`src/rtl/dbg_bus_ctrl.sv`:
```
// dbg_bus_ctrl: single-outstanding debug bus bridge decoding host accesses to local control regs, ROM or RAM
module dbg_bus_ctrl #(
  parameter int DATA_W = 8,
  parameter int TIMEOUT_CYC = 255,
  parameter bit SYS_RST_INIT = 1'b1
) (
  input  logic              clk,
  input  logic              rst_n,
  input  logic              dbg_req_valid,
  output logic              dbg_req_ready,
  input  logic [13:0]       dbg_req_addr,
  input  logic              dbg_req_we,
  input  logic [DATA_W-1:0] dbg_req_wdata,
  output logic              dbg_rsp_valid,
  input  logic              dbg_rsp_ready,
  output logic [DATA_W-1:0] dbg_rsp_rdata,
  output logic              dbg_rsp_err,
  output logic              sys_rst_o,
  input  logic [11:0]       cpu_pc_i,
  input  logic [7:0]        cpu_instr_i,
  input  logic [63:0]       cpu_idxreg_i,
  output logic [11:0]       mem_addr_o,
  output logic              mem_we_o,
  output logic [DATA_W-1:0] mem_wdata_o,
  output logic              rom_req_o,
  input  logic              rom_ack_i,
  input  logic [DATA_W-1:0] rom_rdata_i,
  output logic              ram_req_o,
  input  logic              ram_ack_i,
  input  logic [DATA_W-1:0] ram_rdata_i
);
  typedef enum logic [2:0] {IDLE, CTL, MEM_WAIT, ERR, RESP} state_t;
  state_t state;
  logic [13:0] addr_q;
  logic we_q;
  logic [DATA_W-1:0] wdata_q;
  logic [7:0] cnt;
  logic [7:0] ctl_rd;
  logic mem_req;
  assign mem_req = rom_req_o | ram_req_o;
  assign dbg_req_ready = state == IDLE;
  assign dbg_rsp_valid = state == RESP;
  assign mem_addr_o = mem_req ? addr_q[11:0] : '0;
  assign mem_we_o = mem_req & we_q;
  assign mem_wdata_o = mem_req ? wdata_q : '0;
  always_comb begin
    ctl_rd = addr_q[11:0] == 12'h000 ? {7'b0, sys_rst_o} :
             addr_q[11:0] == 12'h004 ? cpu_pc_i[7:0] :
             addr_q[11:0] == 12'h005 ? {4'b0, cpu_pc_i[11:8]} :
             addr_q[11:0] == 12'h006 ? cpu_instr_i :
             addr_q[11:3] == 9'h001  ? cpu_idxreg_i[{addr_q[2:0], 3'b000} +: 8] : 8'h00;
  end
  always_ff @(posedge clk or negedge rst_n) begin
    if (!rst_n) begin
      state <= IDLE;
      addr_q <= '0;
      we_q <= 1'b0;
      wdata_q <= '0;
      cnt <= '0;
      dbg_rsp_rdata <= '0;
      dbg_rsp_err <= 1'b0;
      rom_req_o <= 1'b0;
      ram_req_o <= 1'b0;
      sys_rst_o <= SYS_RST_INIT;
    end else begin
      case (state)
        IDLE: if (dbg_req_valid) begin
          addr_q <= dbg_req_addr;
          we_q <= dbg_req_we;
          wdata_q <= dbg_req_wdata;
          cnt <= '0;
          dbg_rsp_rdata <= '0;
          dbg_rsp_err <= 1'b0;
          rom_req_o <= dbg_req_addr[13:12] == 2'd1;
          ram_req_o <= dbg_req_addr[13:12] == 2'd2;
          state <= dbg_req_addr[13:12] == 2'd0 ? CTL : dbg_req_addr[13:12] == 2'd3 ? ERR : MEM_WAIT;
        end
        CTL: begin
          dbg_rsp_rdata <= we_q ? '0 : DATA_W'(ctl_rd);
          if (we_q && addr_q[11:0] == 12'h000) sys_rst_o <= wdata_q[0];
          state <= RESP;
        end
        MEM_WAIT: begin
          // an ack arriving on the timeout cycle still completes the access cleanly
          if ((rom_req_o && rom_ack_i) || (ram_req_o && ram_ack_i)) begin
            dbg_rsp_rdata <= we_q ? '0 : rom_req_o ? rom_rdata_i : ram_rdata_i;
            rom_req_o <= 1'b0;
            ram_req_o <= 1'b0;
            state <= RESP;
          end else if (cnt == 8'(TIMEOUT_CYC - 1)) begin
            rom_req_o <= 1'b0;
            ram_req_o <= 1'b0;
            dbg_rsp_err <= 1'b1;
            state <= RESP;
          end else begin
            cnt <= cnt + 8'd1;
          end
        end
        ERR: begin
          dbg_rsp_err <= 1'b1;
          state <= RESP;
        end
        RESP: if (dbg_rsp_ready) begin
          dbg_rsp_rdata <= '0;
          dbg_rsp_err <= 1'b0;
          state <= IDLE;
        end
        default: state <= IDLE;
      endcase
    end
  end
endmodule

```
`config.mk`:
```
export PLATFORM = sky130hd
export DESIGN_NAME = dbg_bus_ctrl
export DESIGN_NICKNAME = d
export VERILOG_FILES = /design/src/rtl/dbg_bus_ctrl.sv
export SDC_FILE = /design/constraint.sdc
export NUM_CORES = 1
export LEC_CHECK = 0
export BUFFER_PORTS_ARGS = -buffer_cell sky130_fd_sc_hd__buf_2
export CAP_MARGIN = 0
export CORE_MARGIN = 5
export CORE_UTILIZATION = 45
export CTS_CLUSTER_SIZE = 24
export DETAILED_ROUTE_END_ITERATION = 6
export GPL_TIMING_DRIVEN = 1
export PLACE_DENSITY_LB_ADDON = 0.1
export SLEW_MARGIN = 20
export SYNTH_ARGS = -nofsm -noshare
export SYNTH_HDL_FRONTEND = slang
export SYNTH_SLANG_ARGS = --single-unit
export TNS_END_PERCENT = 5
```
`constraint.sdc`:
```
create_clock -name clk -period 2.94 [get_ports clk]
set_clock_uncertainty 0.2 [all_clocks]
set_input_delay 0 -clock clk [delete_from_list [all_inputs] [get_ports clk]]
set_output_delay 0 -clock clk [all_outputs]
set_load 0.02 [all_outputs]
```
==> metrics.yaml <==
status: "finished clean"
syn_inst: 278
path_buf_inv: 1
die_w_um: 91.2
yosys_warnings: 0
drc_errors: 0
grtUsageTotal: 0.231
drive_gt1_frac: 0.449
synth_cell_types: 46
leakage_uw: 0.00211
ir_worst_vdd_mv: 0.601
yosysSeqAreaShare: 0.372
gr-total-overflow: 0
setup_viol: 0
seq_area_um2: 1100
worstPathArrival_ns: 2.71
synthArstFlopShare: 1.00
worstSetupStartpointType: "flop"
worstPathRequired_ns: 2.92
clock_path_buffers: 2
antenna_found_initial: 0
cts.sinks: 44
crit_family: "simple AND/OR/NAND/NOR gates"
hold_viol: 0
synth_ff_type: "dfrtp_1"
fill_cells: 500
slew_viol_final: 0
min_period_ns: 2.72
synth_edf_count: 0
core_area_um2: 6390
totalWireLength_um: 9640
critPathSlowestCell: "dlygate4sd3_1"
cpPeakStageDelay_ns: 0.59
path_clk_slew_ns: 0.09
final_common_cell: "buf_2"
path_max_fanout: 5
worst_pin_slew_ns: 0.818
grt_pass1_wl_um: 15900
multi_input_area_um2: 1740
tritoncts: "built"
dp_slack_ns: 0.656
rsz0062_at_grt: "no"
totalNegativeSetupSlack_ns: 0
p_per_area_nw_per_um2: 773
insertion_delay_ns: 0.30
cts_buffers: 5
synth-seq-cells: 44
area_growth_pct: 49.8
die-area_um2: 8320
layout.nets: 614
viasPerCell: 5.47
critPathKind: "reg -> reg"
pin_count: 164
die_h_um: 91.2
port_buffers: 163
diodes: 0
first_iter_violations: 86
hold_path_class: "in -> reg"
grt_pass1_vias: 3274
worst_slack_ns: 0.216
wl_per_cell_um: 17.3
slew_headroom: 0.452
htree_num_levels: 2
cts_root_buf: "clkbuf_8"
max_freq_mhz: 367
start_util: 0.465
finalCritPeriodShare: 0.927
syn_area_per_cell_um2: 10.7
syn_nets: 412
path_cells: "or4_4, or4_1, a211oi_1, dlygate4sd3_1, o21ai_1"
totalPowerFinal_uw: 3440
final_cell_mix: "buf_2, dlygate4sd3_1, dfrtp_1"
crit_path_end_kind: "flop"
ant_nets: 0
vias: 3054
dr.pass1.iters: 4
routabilityCongestion: 0.879
std_cell_rows: 29
netlist_area_um2: 2970
maxCapViolations: 0
hpwl_um: 7110
grt_max_degree: 45
utilization: 0.696
cts_resized: 0
synth_stat cells, types with 2 or more instances:
cell / n / area, µm²
o221ai_1: 4 / 35.0
nor4_1: 9 / 56.3
nand2b_1: 4 / 25.0
mux2_2: 17 / 191
mux2_1: 4 / 45.0
mux4_2: 16 / 360
o31ai_1: 3 / 22.5
ha_1: 5 / 62.6
clkbuf_1: 17 / 63.8
nand2_1: 10 / 37.5
inv_1: 8 / 30.0
buf_1: 3 / 11.3
a211oi_1: 8 / 60.1
buf_2: 4 / 20.0
o21ai_1: 3 / 15.0
a21oi_1: 2 / 10.0
or4_4: 2 / 22.5
a2bb2oi_1: 3 / 26.3
mux2i_1: 20 / 200
o21ai_0: 10 / 50.1
a31oi_1: 10 / 62.6
nor2_1: 9 / 33.8
nor3_1: 4 / 20.0
or4_1: 4 / 30.0
nand3_1: 8 / 40.0
o2bb2ai_1: 2 / 17.5
o211ai_1: 3 / 22.5
dfrtp_1: 43 / 1080
nor2b_1: 26 / 163
stage by stage:
stage	cells	hold WS, ns	instance area, µm²
2_1_floorplan	278	-0.496	2970
3_3_place_gp	501	0.0215	3840
3_5_place_dp	501	0.0254	3840
4_1_cts	558	0.00781	4440
5_1_grt	558	0.0616	4440
6_report	558	0.0210	4440
cells by family after synthesis:
family,share of synthesized area
flip-flops,0.372
AO/OA/AOI/OAI,0.125
buffers and inverters,0.0422
AND/OR/NAND/NOR,0.171
adder cells (fa/ha/maj),0.0211
multiplexers,0.269
tightest hold or removal path: cells and delay by family:
kind / cells / cell delay, ns
simple gates: 1 / 0.18
compound gates: 2 / 0.17
buf+inv: 1 / 0.08
mux: 1 / 0.05
per-layer routing:
layer	wire length (µm)	vias up	global-route usage
met5	0	-	0
li1	-	1459	-
met2	4840	125	0.389
met1	3910	1452	0.292
met4	201	0	0.0636
met3	699	18	0.0612
report_power, final:
group / switching [µW] / leakage (µW) / total [µW] / internal [µW]
Combinational: 957 / 0.00150 / 1890 / 932
Sequential: 260 / 0.000558 / 1070 / 808
Clock: 223 / 0.0000548 / 479 / 256
Total: 1440 / 0.00211 / 3440 / 2000
final timing paths:
check,startpoint,endpoint,slack (ns),cells after the start
min in group asynchronous,rst_n,wdata_q[3],0.03,2
worst min-delay path,ram_rdata_i[5],dbg_rsp_rdata[5],0.02,5
worst min register to register,wdata_q[1],wdata_q[1],0.30,1
max in group asynchronous,rst_n,state[2],2.12,2
worst max register to register,addr_q[9],dbg_rsp_rdata[3],0.22,5
worst max-delay path,addr_q[9],dbg_rsp_rdata[3],0.22,5
registers in the layout, summed over array words and instances (netlist names):
name,flops
addr_q,12
cnt,8
dbg_rsp_rdata,8
wdata_q,8
state,3
dbg_rsp_err,1
ram_req_o,1
rom_req_o,1
sys_rst_o,1
we_q,1
timing repair:
item                                   in CTS  in global routing
hold buffers                               49                  0
setup buffers                               0                  0
endpoints found under the hold margin      77                  0
layout make-up:
| cell class | count | share of cell area |
|---|---|---|
| Timing Repair Buffer | 219 | 0.306 |
| Clock buffer | 5 | 0.0155 |
| Inverter | 8 | 0.00676 |
| Sequential cell | 44 | 0.248 |
| Clock inverter | 3 | 0.0104 |
| Tap cell | 77 | 0.0217 |
| Multi-Input combinational cell | 202 | 0.391 |
No activity file was read; power rests on OpenSTA's default activity.
